===== src/rtl/inv_shift_rows_stream.sv =====
// Byte-serial AES state collector applying InvShiftRows (or ShiftRows when FWD_MODE=1).
// Result is valid 1 cycle after the 16th byte; in_ready drops only while a finished block waits for the output slot.
module inv_shift_rows_stream #(
    parameter bit FWD_MODE = 1'b0
) (
    input  logic         clk,
    input  logic         rst,
    input  logic         in_valid,
    output logic         in_ready,
    input  logic [7:0]   in_byte,
    input  logic         in_flush,
    output logic         out_valid,
    input  logic         out_ready,
    output logic [127:0] out_state,
    output logic         busy
);

    logic [3:0]   cnt;
    logic [127:0] asm_reg;
    logic         asm_full;
    logic [127:0] merged;
    logic         slot_free;
    logic         accept;

    // Byte i = row i%4, column i/4, stored MSB-first.
    function automatic logic [127:0] shift_rows(input logic [127:0] s);
        logic [127:0] o;
        int           sc;
        o = '0;
        for (int c = 0; c < 4; c++) begin
            for (int r = 0; r < 4; r++) begin
                sc = FWD_MODE ? ((c + r) % 4) : ((c - r + 4) % 4);
                o[127 - 8*(r + 4*c) -: 8] = s[127 - 8*(r + 4*sc) -: 8];
            end
        end
        return o;
    endfunction

    assign in_ready  = !asm_full;
    assign slot_free = !out_valid || out_ready;
    assign accept    = in_valid && in_ready;
    assign busy      = (cnt != 4'd0) || asm_full || out_valid;

    // Bit offset of byte cnt is 8*(15-cnt), i.e. {~cnt, 3'b000}.
    always_comb begin
        merged = asm_reg;
        merged[{~cnt, 3'b000} +: 8] = in_byte;
    end

    always_ff @(posedge clk) begin
        if (rst) begin
            cnt       <= '0;
            asm_reg   <= '0;
            asm_full  <= 1'b0;
            out_valid <= 1'b0;
            out_state <= '0;
        end else begin
            if (out_valid && out_ready) begin
                out_valid <= 1'b0;
            end
            if (in_flush) begin
                cnt      <= '0;
                asm_full <= 1'b0;
            end else if (asm_full) begin
                if (slot_free) begin
                    out_state <= shift_rows(asm_reg);
                    out_valid <= 1'b1;
                    asm_full  <= 1'b0;
                end
            end else if (accept) begin
                asm_reg <= merged;
                cnt     <= cnt + 4'd1;
                if (cnt == 4'hF) begin
                    if (slot_free) begin
                        out_state <= shift_rows(merged);
                        out_valid <= 1'b1;
                    end else begin
                        asm_full <= 1'b1;
                    end
                end
            end
        end
    end

endmodule

===== config.mk =====
export PLATFORM = sky130hd
export DESIGN_NAME = inv_shift_rows_stream
export DESIGN_NICKNAME = d
export VERILOG_FILES = /design/src/rtl/inv_shift_rows_stream.sv
export SDC_FILE = /design/constraint.sdc
export NUM_CORES = 1
export LEC_CHECK = 0
export BUFFER_PORTS_ARGS = -buffer_cell sky130_fd_sc_hd__buf_2
export CORE_MARGIN = 10
export CORE_UTILIZATION = 40
export DETAILED_ROUTE_END_ITERATION = 10
export PLACE_DENSITY_LB_ADDON = 0.12
export SYNTH_ARGS = -nofsm -noshare
export SYNTH_HDL_FRONTEND = slang
export SYNTH_SLANG_ARGS = --single-unit

===== constraint.sdc =====
create_clock -name clk -period 2.8 [get_ports clk]
set_input_delay 0.14 -clock clk [delete_from_list [all_inputs] [get_ports clk]]
set_output_delay 0.14 -clock clk [all_outputs]
set_load 0.05 [all_outputs]

==> impl_metrics.ini, run 1 <==
[outcome]
status = complete, no violations

[routing]
via_per_inst = 5.17
routedWlPerCell_um = 17.8
wl_met2_um = 12400
drtPass1Iterations = 5
drcViolationCount = 0
drt_iter0_drc = 593
dr_wl_met3_um = 2050
routed_wl_um = 27200
ant_nets = 0
via_count = 7881
wl_met1_um = 12300
top_layer_used = met4

[yosys]
synth-async-reset-ratio_pct = 0
synth_common_cells = 262 x dfxtp_1, 135 x nand2_1, 121 x a21oi_1, 92 x nor2_1, 66 x clkbuf_1
ys_warn_count = 0
syn_avg_cell_area_um2 = 9.30
syn_inst = 1058
synth_edf_count = 0
synth_cell_types = 50
synthTopCellsByArea = dfxtp_1 53%, mux2i_1 6.5%, a21oi_1 6.2%, nand2_1 5.1%, nor2_1 3.5%
ys_ff_latch = 262
syn_nets = 1074
synth_top_cell_area_share_pct = 53.3
ys_seq_area_share_pct = 53.3
yosys.cell_count.top_type = dfxtp_1
synthFlopType = dfxtp_1
synth_top_cell_by_area = dfxtp_1
syn_area_um2 = 9840

[placement]
dp_hpwl_um = 17100
gp_congestion = 0.762
pre_cts_ws_ps = 216
dp_cells = 1470
io_buffers = 143

[clock_network]
clk_pin_slew_ps = 60
cts_root_buffer = clkbuf_16
cts_buffers = 28
worstSkewPairLatency_ps = 540
htree_num_levels = 1
clockBufferDepth = 3
cts_tree = done
cts_sinks = 262

[timing]
finalSetupViolCount = 0
final.setup.worst_slack_ps = 298
tightest_slew_ps = 1070
fin_tns_setup_ps = 0
period_needed_ps = 2500
hold_viol = 0
skew_ps = 14.1
fmax_mhz = 400
hold_slack_ps = 82.2
grt_setup_unrepaired = no
maxSlewViolCount = 0
slew_headroom_pct = 28.4
final.period_utilization_pct = 89.4

[critical_path]
rr_worst_depth = 5
critPathMaxFanout = 14
crit_path_top_delay_cell = nor3_1
arrival_ps = 2970
crit_path_cell_trace = ha_2, nand2b_2, o21a_1, nor3_1, a32o_1
cp-start-kind = flop
timing.rr.end = asm_reg[73]$_SDFFE_PP0P_
end_kind = flop
cp-startpoint = cnt[0]$_SDFFE_PP0P_
rrSetupSlack_ps = 300
critPathKind = flop to flop
required_ps = 3260
r2r-start = cnt[0]$_SDFFE_PP0P_
cpPeakStageDelay_ps = 830

[floorplan]
dieArea_um2 = 31300
start_util_pct = 40.6
die_w_um = 177
die_y_um = 177
num_rows = 57
coreArea_um2 = 24200
pin_count = 144

[power_and_ir_drop]
seqPwrFrac_pct = 49.1
power.share.combinational_pct = 3.2
switching_share_pct = 22.0
p_clk_share_pct = 47.7
p_per_area_nw_per_um2 = 643
power_switching_mw = 1.68
power.leakage_nw = 4.49
internal-power_mw = 5.94
irDropWorstVdd_uv = 387

[cells_and_area]
stdcell_count = 1525
utilization_pct = 48.8
synthToLayoutAreaGrowth_pct = 20.3
nNetsFinal = 1194
drive_above_1_share_pct = 19.8

[global_routing]
grt_pass1_vias = 7531
grtUsageTotal_pct = 16.7
grt_pass1_wl_um = 42600
gr-total-overflow = 0
antenna_found_initial = 1
grt_max_degree = 101

[hold_path]
hold-path-endpoint = asm_reg[85]$_SDFFE_PP0P_
hold_class = input pin to flop
hp-start = rst
whs_path_depth = 2

[flow_run]
drv_cap = 0
worst max-delay path: cells and delay by family, from the launching register on:
kind / cells / cell delay [ps]
compound gates: 2 / 490
fa+ha+maj: 1 / 410
flops: 1 / 520
simple gates: 2 / 1000
layer usage:
metal	vias to the layer above	track usage, %
li1	3983	-
met1	3674	22.4
met2	194	26.7
met3	30	3.90
met4	0	3.89
met5	-	0
cells in the final DEF, fill, tap and decap left out, types with 3 or more instances in the layout:
master / count
nand2_1: 135
o21ai_0: 48
nand4_1: 25
clkbuf_1: 9
inv_1: 4
nand3_1: 19
dfxtp_1: 262
buf_4: 29
a21oi_1: 121
a22o_1: 24
buf_2: 142
and3_1: 8
nor2_1: 91
mux2i_1: 64
nand4bb_1: 3
clkbuf_8: 6
nor3_1: 24
a2111oi_4: 3
clkinv_2: 6
clkbuf_16: 29
a211oi_1: 24
nand2b_1: 36
a32o_1: 32
cell families (layout without fill, tap and decap cells):
family                     count (synthesis)  after routing  synth area share (%)
other                                      0              1                     0
DFF                                      262            262                  53.3
adders and majority gates                  3              3                 0.381
buffers and inverters                     91            233                  3.75
xor gates and xnor gates                   4              4                 0.356
AOI/OAI and AO/OA                        268            268                  18.1
muxes                                     64             64                  6.51
and+or+nand+nor                          366            366                  17.6
timing repair:
action / CTS / global route
setup buffers: 0 / 0
hold buffers: 2 / 0
setup endpoints to repair: 0 / 50
resized for setup: 0 / 2
hold endpoints to repair: 6 / 0
worst max-delay path by stage:
stage / to / slack [ps] / cells past startpoint
floorplan: asm_reg[102]$_SDFFE_PP0P_ / 540 / 8
global placement: out_state[19]$_SDFFE_PP0P_ / 260 / 6
detailed placement: out_state[101]$_SDFFE_PP0P_ / 220 / 6
CTS: out_state[100]$_SDFFE_PP0P_ / 200 / 6
global route: out_state[37]$_SDFFE_PP0P_ / 80 / 6
finish: asm_reg[73]$_SDFFE_PP0P_ / 300 / 5
per-stage QoR:
step	total power, mW	instance area [µm²]
2_1_floorplan	3.96	9840
3_3_place_gp	4.07	10900
3_5_place_dp	4.07	10900
4_1_cts	7.71	11800
5_1_grt	7.90	11800
6_report	7.62	11800
power by group through the flow:
stage	registers [mW]	logic [mW]	clock network, mW
floorplan	3.82	0.145	0
global placement	3.82	0.247	0
detailed placement	3.82	0.245	0
CTS	3.74	0.248	3.73
global route	3.74	0.264	3.90
finish	3.74	0.243	3.63
final cells by class:
| type | count | area [µm²] |
|---|---|---|
| antenna | 1 | 2.50 |
| clock buffer | 44 | 842 |
| clock inverter | 8 | 68.8 |
| fill | 2394 | 12400 |
| inverter | 5 | 18.8 |
| multi-input combinational | 705 | 4260 |
| sequential | 262 | 5250 |
| tap | 324 | 405 |
| timing repair buffer | 176 | 1000 |
Note: power is estimated with default switching activity, not from simulation.
==> run 2: changes to the inputs <==
Settings changed: ABC_AREA set to 1.
==> impl_metrics.ini, run 2 <==
[placement]
dp_cells = 2783
io_buffers = 143
gp_congestion = 0.836
pre_cts_ws_ps = 202
place_area_um2 = 15000
dp_hpwl_um = 28400

[clock_network]
cts_root_buffer = clkbuf_16
clockBufferDepth = 3
clk_pin_slew_ps = 60
worstSkewPairLatency_ps = 570
cts_buffers = 31
cts_sinks = 262
cts_tree = done
htree_num_levels = 1

[routing]
via_count = 14200
drcViolationCount = 0
drtPass1Iterations = 5
drt_iter0_drc = 997
ant_nets = 0
via_per_inst = 4.99
routedWlPerCell_um = 16.2
routed_wl_um = 46200

[critical_path]
cpPeakStageDelay_ps = 510
end_kind = flop
crit_path_cell_trace = ha_1, nand2_1, nand2_2, nand2_2, nor2_4, nand2_1, nand2_1, nand3_1, a21oi_1
rrSetupSlack_ps = 300
crit_path_top_delay_cell = dfxtp_1
cp-start-kind = flop
timing.rr.end = out_state[63]$_SDFFE_PP0P_
rr_worst_depth = 9
r2r-start = cnt[0]$_SDFFE_PP0P_
critPathKind = flop to flop
required_ps = 3290
cp_common_cell = nand2_1
arrival_ps = 3000
critPathMaxFanout = 22
critPathBufInv = 0
path_delay_family = simple AND/OR/NAND/NOR gates

[hold_path]
whs_path_depth = 4
hp-start = in_valid
hold_class = input pin to flop
hold-path-endpoint = cnt[2]$_SDFFE_PP0P_

[yosys]
synthTopCellsByArea = dfxtp_1 38%, nand2_1 21%, a21oi_1 13%, inv_1 11%, nand3_1 6.9%
synthFlopType = dfxtp_1
synth_top_cell_area_share_pct = 37.8
synth_cell_types = 26
ys_warn_count = 0
syn_avg_cell_area_um2 = 6.09
synth-async-reset-ratio_pct = 0
synth_top_cell_by_area = dfxtp_1
ys_ff_latch = 262
syn_area_um2 = 13900
syn_nets = 2297
ys_seq_area_share_pct = 37.8
synth_common_cells = 788 x nand2_1, 398 x inv_1, 373 x a21oi_1, 262 x dfxtp_1, 191 x nand3_1
syn_inst = 2281
yosys.cell_count.top_type = nand2_1
synth_edf_count = 0

[cells_and_area]
fin_area_um2 = 16000
synthToLayoutAreaGrowth_pct = 15.6
nNetsFinal = 2383
drive_above_1_share_pct = 10.9
final_cell_mix = 788 x nand2_1, 396 x inv_1, 373 x a21oi_1, 261 x dfxtp_1, 190 x nand3_1
utilization_pct = 46.7
layout_commonest_cell = nand2_1
diodes = 0
stdcell_count = 2844

[floorplan]
die_w_um = 206
dieArea_um2 = 42600
num_rows = 68
pin_count = 144
start_util_pct = 40.4
die_y_um = 206
coreArea_um2 = 34400

[power_and_ir_drop]
irDropWorstVdd_uv = 494
seqPwrFrac_pct = 44.7
p_per_area_nw_per_um2 = 545
total_power_mw = 8.75
p_clk_share_pct = 44.7
power.share.combinational_pct = 10.6
power.leakage_nw = 8.88
internal-power_mw = 6.40
power_switching_mw = 2.36
switching_share_pct = 26.9

[timing]
final.period_utilization_pct = 89.4
final.setup.worst_slack_ps = 297
skew_ps = 12.9
tightest_slew_ps = 1010
slew_headroom_pct = 33.0
hold_slack_ps = 28.3
grt_setup_unrepaired = no
period_needed_ps = 2500
hold_viol = 0
maxSlewViolCount = 0
fin_tns_setup_ps = 0
finalSetupViolCount = 0
fmax_mhz = 399

[global_routing]
grt_pass1_wl_um = 72900
grtUsageTotal_pct = 21.1
grt_max_degree = 211
gr-total-overflow = 0
antenna_found_initial = 0
grt_pass1_vias = 13500

[flow_run]
drv_cap = 0

[outcome]
status = complete, no violations
-- run 2: layout make-up --
type / instances / area (µm²)
Tap cell: 455 / 569
Inverter: 412 / 1550
Clock buffer: 47 / 926
Fill cell: 3608 / 18300
Multi-Input combinational cell: 1470 / 6530
Timing Repair Buffer: 190 / 1180
Clock inverter: 8 / 43.8
Sequential cell: 262 / 5250
-- run 2: kinds of logic after synthesis --
group / count (synthesis) / share of synthesized area [%]
AOI/OAI and AO/OA: 442 / 16.4
buffers and inverters: 549 / 15.4
DFF: 262 / 37.8
adders and majority gates: 3 / 0.270
and+or+nand+nor: 1025 / 30.2
-- run 2: worst max-delay path by stage --
stage	from	endpoint	depth (start not counted)
2_1_floorplan	cnt[0]$_SDFFE_PP0P_	asm_reg[22]$_SDFFE_PP0P_	13
3_5_place_dp	cnt[0]$_SDFFE_PP0P_	out_state[53]$_SDFFE_PP0P_	8
6_report	cnt[0]$_SDFFE_PP0P_	out_state[63]$_SDFFE_PP0P_	9
5_1_grt	cnt[0]$_SDFFE_PP0P_	out_state[67]$_SDFFE_PP0P_	9
3_3_place_gp	cnt[0]$_SDFFE_PP0P_	out_state[84]$_SDFFE_PP0P_	8
4_1_cts	cnt[0]$_SDFFE_PP0P_	out_state[51]$_SDFFE_PP0P_	8
-- run 2: power groups by stage --
| stage | clock, mW | combinational (mW) | sequential (mW) |
|---|---|---|---|
| after floorplan | 0 | 0.659 | 3.98 |
| after global placement | 0 | 0.889 | 3.99 |
| after detailed placement | 0 | 0.914 | 4.00 |
| after CTS | 3.98 | 0.922 | 3.91 |
| after global routing | 4.12 | 1.05 | 3.93 |
| final | 3.91 | 0.927 | 3.92 |
-- run 2: repair_timing --
action                     CTS  global route
hold endpoints to repair     6             0
setup endpoints to repair    0            69
resized for setup            0             1
hold buffers                 3             0
buffers inserted             0             3
-- run 2: worst min-delay path: cells and delay by family --
family          cells  cell delay [ps]
simple gates        1               80
buf+inv             2              220
compound gates      1              130
-- run 2: per-layer routing --
layer	track usage (%)	vias up	share of wire, %
met5	0	-	0
met4	5.76	0	2.1
met3	2.92	69	6.0
met2	34.9	376	46
met1	28.2	6539	46
li1	-	7221	-
==> run 3: changes to the inputs <==
--- a/config.mk
+++ b/config.mk
@@ -8,2 +8,3 @@
 export ABC_AREA = 1
+export ABC_CLOCK_PERIOD_IN_PS = 2800
 export BUFFER_PORTS_ARGS = -buffer_cell sky130_fd_sc_hd__buf_2
@@ -13,2 +14,3 @@
 export PLACE_DENSITY_LB_ADDON = 0.12
+export REMOVE_ABC_BUFFERS = 1
 export SYNTH_ARGS = -nofsm -noshare
--- a/constraint.sdc
+++ b/constraint.sdc
@@ -3,2 +3,2 @@
 set_output_delay 0.14 -clock clk [all_outputs]
-set_load 0.05 [all_outputs]
+set_load 0.02 [all_outputs]
==> impl_metrics.ini, run 3 (synthesized netlist as in run 2, its figures left out) <==
[flow_run]
drv_cap = 0

[critical_path]
timing.rr.end = out_state[69]$_SDFFE_PP0P_
cpPeakStageDelay_ps = 460
r2r-start = cnt[1]$_SDFFE_PP0P_
required_ps = 3240
critPathBufInv = 2
crit_path_cell_trace = inv_1, ha_1, inv_2, nand3_1, nor2_4, nand2_1, nand2_1, nand3_1, a21oi_1
path_delay_family = simple AND/OR/NAND/NOR gates
end_kind = flop
critPathMaxFanout = 14
critPathKind = flop to flop
cp-start-kind = flop
arrival_ps = 2960
rrSetupSlack_ps = 280
crit_path_top_delay_cell = dfxtp_1
rr_worst_depth = 9

[timing]
slew_headroom_pct = 33.8
fmax_mhz = 396
skew_ps = 17.0
fin_tns_setup_ps = 0
hold_viol = 0
final.period_utilization_pct = 90.2
maxSlewViolCount = 0
period_needed_ps = 2520
finalSetupViolCount = 0
grt_setup_unrepaired = no
hold_slack_ps = 48.0
tightest_slew_ps = 993

[floorplan]
pin_count = 144
coreArea_um2 = 34400
start_util_pct = 40.4
die_y_um = 206
die_w_um = 206
num_rows = 68
dieArea_um2 = 42600

[routing]
routedWlPerCell_um = 15.8
drt_iter0_drc = 875
drcViolationCount = 0
routed_wl_um = 44800
via_per_inst = 4.93
drtPass1Iterations = 5
ant_nets = 0
via_count = 14000

[cells_and_area]
layout_commonest_cell = nand2_1
synthToLayoutAreaGrowth_pct = 16.0
nNetsFinal = 2379
drive_above_1_share_pct = 10.7
fillers = 3651
diodes = 0
final_cell_mix = 788 x nand2_1, 396 x inv_1, 373 x a21oi_1, 261 x dfxtp_1, 190 x nand3_1
fin_area_um2 = 16100
regArea_um2 = 5250
multi_input_area_um2 = 6530

[clock_network]
htree_num_levels = 2
cts_tree = done
cts_root_buffer = clkbuf_16
clk_pin_slew_ps = 50
cts_buffers = 34
post_cts_buffers = 0
clockBufferDepth = 3
worstSkewPairLatency_ps = 510
cts_sinks = 262

[placement]
io_buffers = 143
place_area_um2 = 15000
gp_congestion = 0.840
dp_hpwl_um = 28000

[power_and_ir_drop]
p_per_area_nw_per_um2 = 561
total_power_mw = 9.04
irDropWorstVdd_uv = 403
power.leakage_nw = 8.90

[hold_path]
hold_class = input pin to flop
hold-path-endpoint = out_valid$_SDFF_PP0_
whs_path_depth = 2
hp-start = rst

[global_routing]
grtUsageTotal_pct = 20.5
grt_pass1_vias = 13200
gr-total-overflow = 0
antenna_found_initial = 0
grt_pass1_wl_um = 71100
grt_max_degree = 130

[outcome]
status = complete, no violations
[run 3: power by group]
part           leakage (nW)  internal [mW]  switching [mW]
Combinational          6.23          0.285           0.621
Sequential             2.13           3.85          0.0639
Clock                 0.529           2.55            1.67
[run 3: area by class of cell]
type	instances	area share [%]
timing repair buffer	183	7.11
multi-input combinational	1470	40.5
inverter	412	9.64
sequential	262	32.6
clock inverter	5	0.155
clock buffer	52	6.47
tap	455	3.53
[run 3: per-layer routing]
layer  track usage [%]  vias up  part of all wire (%)
li1                  -     7226                     -
met1              26.1     6423                    46
met2              35.0      296                    47
met3              3.56       64                   5.5
met4              5.21        0                   2.0
met5                 0        -                     0
[run 3: worst max path at each step]
stage	start	endpoint	slack (ps)	cells past startpoint
after global routing	cnt[1]$_SDFFE_PP0P_	out_state[68]$_SDFFE_PP0P_	30	9
after global placement	cnt[1]$_SDFFE_PP0P_	out_state[69]$_SDFFE_PP0P_	310	9
after CTS	cnt[1]$_SDFFE_PP0P_	out_state[71]$_SDFFE_PP0P_	250	9
after floorplan	asm_full$_SDFF_PP0_	out_state[0]$_SDFFE_PP0P_	-7930	5
after detailed placement	cnt[1]$_SDFFE_PP0P_	out_state[71]$_SDFFE_PP0P_	260	9
final	cnt[1]$_SDFFE_PP0P_	out_state[69]$_SDFFE_PP0P_	280	9
[run 3: what timing repair did]
| item | 4_1_cts | 5_1_grt |
|---|---|---|
| gates resized for setup | 0 | 0 |
| hold buffers | 1 | 0 |
| hold endpoints to repair | 2 | 0 |
[run 3: through the flow]
stage          instances  worst slack, ps  util, %
5_1_grt             2839             29.6     46.9
3_3_place_gp        2781              306     43.7
2_1_floorplan       2144            -7930        -
6_report            2839              275     46.9
3_5_place_dp        2781              256     43.7
4_1_cts             2839              255     46.9
